**src/rtl/pulse_receiver.sv**
```systemverilog
// Synchronises an async pulse line, measures each high pulse in clock cycles, reports via valid/ready.
// Latency: result appears 2 cycles after the line falls (2-flop synchroniser + edge detect).
// Backpressure: a pending result blocks new measurements; edges arriving meanwhile set sticky dropped.
module pulse_receiver #(
   parameter int WIDTH_BITS = 8,
   parameter int COUNT_BITS = 8,
   parameter int MIN_WIDTH  = 2,
   parameter int MAX_WIDTH  = 200
) (
   input  logic                  clock,
   input  logic                  reset,
   input  logic                  signal,
   input  logic                  enable,
   output logic [WIDTH_BITS-1:0] width,
   output logic                  valid,
   input  logic                  ready,
   output logic [COUNT_BITS-1:0] count,
   output logic                  glitch,
   output logic                  overflow,
   output logic                  dropped
);

   typedef enum logic [1:0] {IDLE, MEASURE, HOLD, STUCK} state_t;

   localparam logic [WIDTH_BITS-1:0] MIN_W = WIDTH_BITS'(MIN_WIDTH);
   localparam logic [WIDTH_BITS-1:0] MAX_W = WIDTH_BITS'(MAX_WIDTH);

   state_t                state, state_nxt;
   logic                  sync1, sync2, s_d;
   logic                  s, rise, fall;
   logic [WIDTH_BITS-1:0] cnt, cnt_nxt, width_nxt;
   logic [COUNT_BITS-1:0] count_nxt;
   logic                  valid_nxt, glitch_nxt, overflow_nxt, dropped_nxt;

   // Synchroniser idles high so a line already high at reset release gives no edge.
   always_ff @(posedge clock or negedge reset) begin
      if (!reset) begin
         sync1 <= 1'b1;
         sync2 <= 1'b1;
         s_d   <= 1'b1;
      end else begin
         sync1 <= signal;
         sync2 <= sync1;
         s_d   <= sync2;
      end
   end

   assign s    = sync2;
   assign rise = s & ~s_d;
   assign fall = ~s & s_d;

   always_comb begin
      state_nxt    = state;
      cnt_nxt      = cnt;
      width_nxt    = width;
      valid_nxt    = valid;
      count_nxt    = count;
      glitch_nxt   = 1'b0;
      overflow_nxt = 1'b0;
      dropped_nxt  = dropped;
      case (state)
         IDLE: begin
            if (rise && enable) begin
               cnt_nxt   = WIDTH_BITS'(1);
               state_nxt = MEASURE;
            end
         end
         MEASURE: begin
            if (s) begin
               if (cnt >= MAX_W) begin
                  overflow_nxt = 1'b1;
                  cnt_nxt      = MAX_W;
                  state_nxt    = STUCK;
               end else begin
                  cnt_nxt = cnt + WIDTH_BITS'(1);
               end
            end else if (fall) begin
               if (cnt < MIN_W) begin
                  glitch_nxt = 1'b1;
                  state_nxt  = IDLE;
               end else begin
                  width_nxt = cnt;
                  valid_nxt = 1'b1;
                  count_nxt = count + COUNT_BITS'(1);
                  state_nxt = HOLD;
               end
            end
         end
         HOLD: begin
            if (rise) dropped_nxt = 1'b1;
            if (valid && ready) begin
               valid_nxt = 1'b0;
               state_nxt = IDLE;
            end
         end
         STUCK: begin
            if (!s) state_nxt = IDLE;
         end
         default: state_nxt = IDLE;
      endcase
   end

   always_ff @(posedge clock or negedge reset) begin
      if (!reset) begin
         state    <= IDLE;
         cnt      <= '0;
         width    <= '0;
         valid    <= 1'b0;
         count    <= '0;
         glitch   <= 1'b0;
         overflow <= 1'b0;
         dropped  <= 1'b0;
      end else begin
         state    <= state_nxt;
         cnt      <= cnt_nxt;
         width    <= width_nxt;
         valid    <= valid_nxt;
         count    <= count_nxt;
         glitch   <= glitch_nxt;
         overflow <= overflow_nxt;
         dropped  <= dropped_nxt;
      end
   end

endmodule

```
**config.mk**
```make
export PLATFORM = sky130hd
export DESIGN_NAME = pulse_receiver
export DESIGN_NICKNAME = d
export VERILOG_FILES = /design/src/rtl/pulse_receiver.sv
export SDC_FILE = /design/constraint.sdc
export NUM_CORES = 1
export LEC_CHECK = 0
export CORE_ASPECT_RATIO = 0.8
export CORE_MARGIN = 2
export CORE_UTILIZATION = 44
export DETAILED_ROUTE_END_ITERATION = 16
export HOLD_SLACK_MARGIN = 0.12
export PLACE_DENSITY_LB_ADDON = 0.3
export SLEW_MARGIN = 20
export SYNTH_ARGS = -nofsm -noshare
export SYNTH_HDL_FRONTEND = slang
export SYNTH_SLANG_ARGS = --single-unit
```
**constraint.sdc**
```tcl
create_clock -name clock -period 2.3 [get_ports clock]
set_clock_uncertainty 0.15 [all_clocks]
set_input_delay 0.46 -clock clock [delete_from_list [all_inputs] [get_ports clock]]
set_output_delay 0.46 -clock clock [all_outputs]
set_load 0.01 [all_outputs]
```
# After elaboration in Yosys (flattened, before gate mapping)
# Index checks and enable logic that the tools add are counted.
word_totals:
  out_inout_bits: 20
  regBits: 33
  inputBits: 5
classes:
  n_eq_ne: 12
  addsub: 2
  mux: 24
  order_cmp: 2
  bitwise_logic: 5
  reduce_logical: 10
ops:
  columns: ["op", "n"]
  rows:
  - ["$mux 8", 3]
  - ["$add 8x1->8 const B", 2]
  - ["$pmux 8 s2", 1]
  - ["$mux 2", 7]
  - ["$ne 2x2->1 const B", 7]
  - ["$mux 1", 11]
  - ["$reduce_and 5->1", 2]
  - ["$ge 8x8->1 const B", 1]
  - ["$lt 8x2->1 const B", 1]
  - ["$pmux 2 s4", 1]
  - ["$ne 3x3->1 const B", 2]
  - ["$eq 2x2->1 const B", 2]
  - ["$reduce_and 4->1", 1]
  - ["$reduce_bool 2->1", 2]
  - ["$not 1->1", 3]
  - ["$reduce_and 3->1", 1]
  - ["$and 1x1->1", 2]
  - ["$eq 2x1->1 const B", 1]
  - ["$logic_and 1x1->1", 2]
  - ["$logic_not 2->1", 1]
  - ["$pmux 1 s2", 1]
  - ["$reduce_and 2->1", 1]

# Longest topological paths before layout
depth:
  word_depth: 5
  mapped_depth: 6
  depth_no_buf: 5

# Least setup slack after synthesis
# Ideal clock, no wire load.
synth_timing:
  kind: "register to register"
  start: "register sync2, in the netlist s"
  end: "register count[1]"
  setup_slack_ns: 0.627
  arrival_time_ns: 1.398
  path_stages_with_launch: 6
  setup_time_ns: 0.125
  cell_sequence: "dfstp_2 -> buf_6 -> nand4bb_4 -> a21oi_4 -> buf_6 -> mux2_4"
synth_via:
  elab_chain_cells: 3
synth_rtl:
  columns: ["item", "line", "text"]
  rows:
  - ["start, declared", "29", "logic sync1, sync2, s_d;"]
  - ["start signal, assigned", "43", "sync2 <= sync1;"]
  - ["$not 1->1 (no source line) *", null, null]
  - ["$and 1x1->1", "50", "assign fall = ~s & s_d;"]
  - ["$reduce_and 4->1 (no source line) *", null, null]
  - ["end signal, assigned", "118", "count <= count_nxt;"]
  - ["end, declared", "17", "output logic [COUNT_BITS-1:0] count,"]
# Mark *: on every way between the ends. The rest lies on a longest branch, timed or not.
# A chain may end at the register's enable or synchronous reset.

# Worst setup path in the final report
layout_timing:
  start: "register count[4]"
  end: "output count[4]"
# No word-level cell between the ends.

==> flow_metrics.env <==
export IMPL_status="complete, no violations"
export IMPL_rsz0062_at_grt="false"
export IMPL_cellPowerDensity_mw_per_mm2=1056
export IMPL_post_route_drc_count=0
export IMPL_cp_top_family="buffers and inverters"
export IMPL_cts_tree="yes"
export IMPL_grt_usage_pct=16.81
export IMPL_dieHeight_um=57.37
export IMPL_wl_met2_um=1264
export IMPL_period_share_pct=82.58
export IMPL_yosys_warnings=0
export IMPL_instances_no_fill=208
export IMPL_topRoutingLayerUsed="met4"
export IMPL_cp_data_required_time_ns=1.69
export IMPL_dp_cells=200
export IMPL_min_path_type="flop to flop"
export IMPL_start_util_pct=45.76
export IMPL_syn_area_mm2=0.001567
export IMPL_drive_above_1_share_pct=16.27
export IMPL_grt_pass1_vias=1068
export IMPL_cts_buffers=5
export IMPL_holdWs_ns=0.2109
export IMPL_path_buf_inv=1
export IMPL_cpPeakStageDelay_ns=0.57
export IMPL_min_period_ns=1.899
export IMPL_cp_slowest_cell="clkdlybuf4s50_1"
export IMPL_worstPathCellList="clkdlybuf4s50_1"
export IMPL_path_clk_slew_ns=0.07
export IMPL_cts_setup_buffers=0
export IMPL_drtIter0Drc=91
export IMPL_routed_wl_um=2992
export IMPL_syn_num_nets=146
export IMPL_overflow=0
export IMPL_crit_type="flop to output port"
export IMPL_synthFlopType="dfrtp_1"
export IMPL_finalSetupTns_ns=0
export IMPL_dp_final_hpwl_um=2026
export IMPL_cts_sinks=33
export IMPL_power_leakage_nw=0.8373
export IMPL_wl_per_cell_um=14.38
export IMPL_slew_headroom_pct=65.42
export IMPL_synth_seq_cells=33
export IMPL_crit_arrival_ns=1.29
export IMPL_area_growth_pct=23.24
export IMPL_async_reset_ff_share_pct=100.0
export IMPL_clock_latency_ns=0.29
export IMPL_htreeDepth=2
export IMPL_grt_max_degree=34
export IMPL_layout_common_cells="dfrtp_1, clkdlybuf4s50_1, nand2_1"
export IMPL_ant_nets=0
export IMPL_fmax_mhz=526.5
export IMPL_wirelength_met1_um=1530
export IMPL_core_area_mm2=0.003423
export IMPL_drv_slew=0
export IMPL_crit_path_start_kind="flop"
export IMPL_dieArea_mm2=0.004057
export IMPL_nets=173
export IMPL_synth_cell_types=36
export IMPL_worstMarginPinSlew_ns=0.5176
export IMPL_clk_path_buf_depth=2
export IMPL_layout_commonest_cell="dfrtp_1"
export IMPL_rows=19
export IMPL_synth_edff_count=0
export IMPL_netlist_instances=138
export IMPL_finalWeightedCongestion=0.8632
export IMPL_synth_area_per_cell_um2=11.35
export IMPL_drt_pass1_iterations=4
export IMPL_postCtsHoldBufs=0
export IMPL_peakVddDrop_mv=0.5521
export IMPL_finalSetupViolCount=0
export IMPL_numPortBuffers=24
export IMPL_ioPinCount=25
export IMPL_die_x_um=70.71
export IMPL_cp_end_kind="output port"
export IMPL_grt_antenna_before_repair=0
export IMPL_clk_root_buffer_cell="clkbuf_8"
export IMPL_critPathMaxFanout=5
export IMPL_route_met3_wl_um=133
export IMPL_diodes=0
export IMPL_synth_seq_area_share_pct=52.96
export IMPL_grt_first_pass_wirelength_um=5195
export IMPL_max_cap_violations=0
export IMPL_via_per_inst=5.135
export IMPL_via_count=1068
export IMPL_final_hold_violation_count=0
export IMPL_cts_resized=0
metrics by stage:
stage                     util, %  total power [mW]  setup WS, ns  instance area (µm²)
after floorplan                 -             1.281        0.6273                 1567
final                       56.40             2.039        0.4007                 1931
after global placement      53.44             1.547        0.3306                 1829
after detailed placement    53.44             1.565        0.2753                 1829
after global routing        56.40             2.168        0.3125                 1931
after CTS                   56.40             2.057        0.3935                 1931
Yosys cell counts, types with 2 or more instances:
library cell / n / area (µm²)
and3_1: 5 / 31.28
o21ai_0: 8 / 40.04
a21oi_1: 5 / 25.02
inv_1: 6 / 22.52
buf_2: 3 / 15.01
dfrtp_1: 30 / 750.7
nor3_1: 3 / 15.01
nand3_1: 5 / 25.02
nand4_1: 3 / 18.77
dfstp_2: 3 / 78.83
nor2b_1: 4 / 25.02
o211ai_1: 2 / 15.01
nor2_1: 6 / 22.52
a21o_1: 3 / 22.52
xnor2_1: 6 / 52.55
o22ai_1: 2 / 12.51
buf_6: 2 / 22.52
ha_1: 3 / 37.54
nand2_1: 15 / 56.30
mux2_2: 7 / 78.83
nand2b_1: 2 / 12.51
registers in the layout (all words and copies together) (netlist names):
name,flops
state,2
s_d,1
cnt,8
count,8
width,8
valid,1
dropped,1
sync1,1
glitch,1
s,1
overflow,1
cell families (layout without fill, tap and decap cells):
kind of cell               Yosys count  count (layout)  share of synthesized area [%]
and+or+nand+nor                     48              48                          18.45
muxes                                8               8                          5.990
adders and majority gates            3               3                          2.396
buffers and inverters               11              39                          3.833
xor gates and xnor gates             7               7                          3.914
AOI/OAI and AO/OA                   28              28                          12.46
DFF                                 33              33                          52.96
path summary, 6_finish.rpt:
| check | start | end | slack, ns | cells after the start |
|---|---|---|---|---|
| min | sync1 | s | 0.21 | 0 |
| min reg2reg | sync1 | s | 0.21 | 0 |
| max in group asynchronous | reset | s_d | 1.26 | 2 |
| max reg2reg | state[0] | width[6] | 0.42 | 3 |
| min in group asynchronous | reset | count[1] | 0.42 | 2 |
| max | count[4] | count[4] | 0.40 | 1 |
final cells by class:
class / instances / area, µm²
inverter: 6 / 22.52
multi-input combinational: 94 / 676.9
fill: 299 / 1493
tap: 42 / 52.55
timing repair buffer: 25 / 247.7
sequential: 33 / 829.5
clock buffer: 7 / 96.34
clock inverter: 1 / 5.005
layer usage:
layer  vias to the layer above  global-route usage (%)
li1                        537                       -
met1                       495                   24.57
met2                        29                   22.56
met3                         7                   4.770
met4                         0                   8.895
met5                         -                       0
power breakdown:
part           internal (mW)  leakage, nW  switching [mW]
Combinational          0.361        0.355           0.287
Clock                  0.270       0.0542           0.215
Sequential             0.723        0.428           0.183
Total                   1.35        0.837           0.684
No activity file was read; power rests on OpenSTA's default activity.
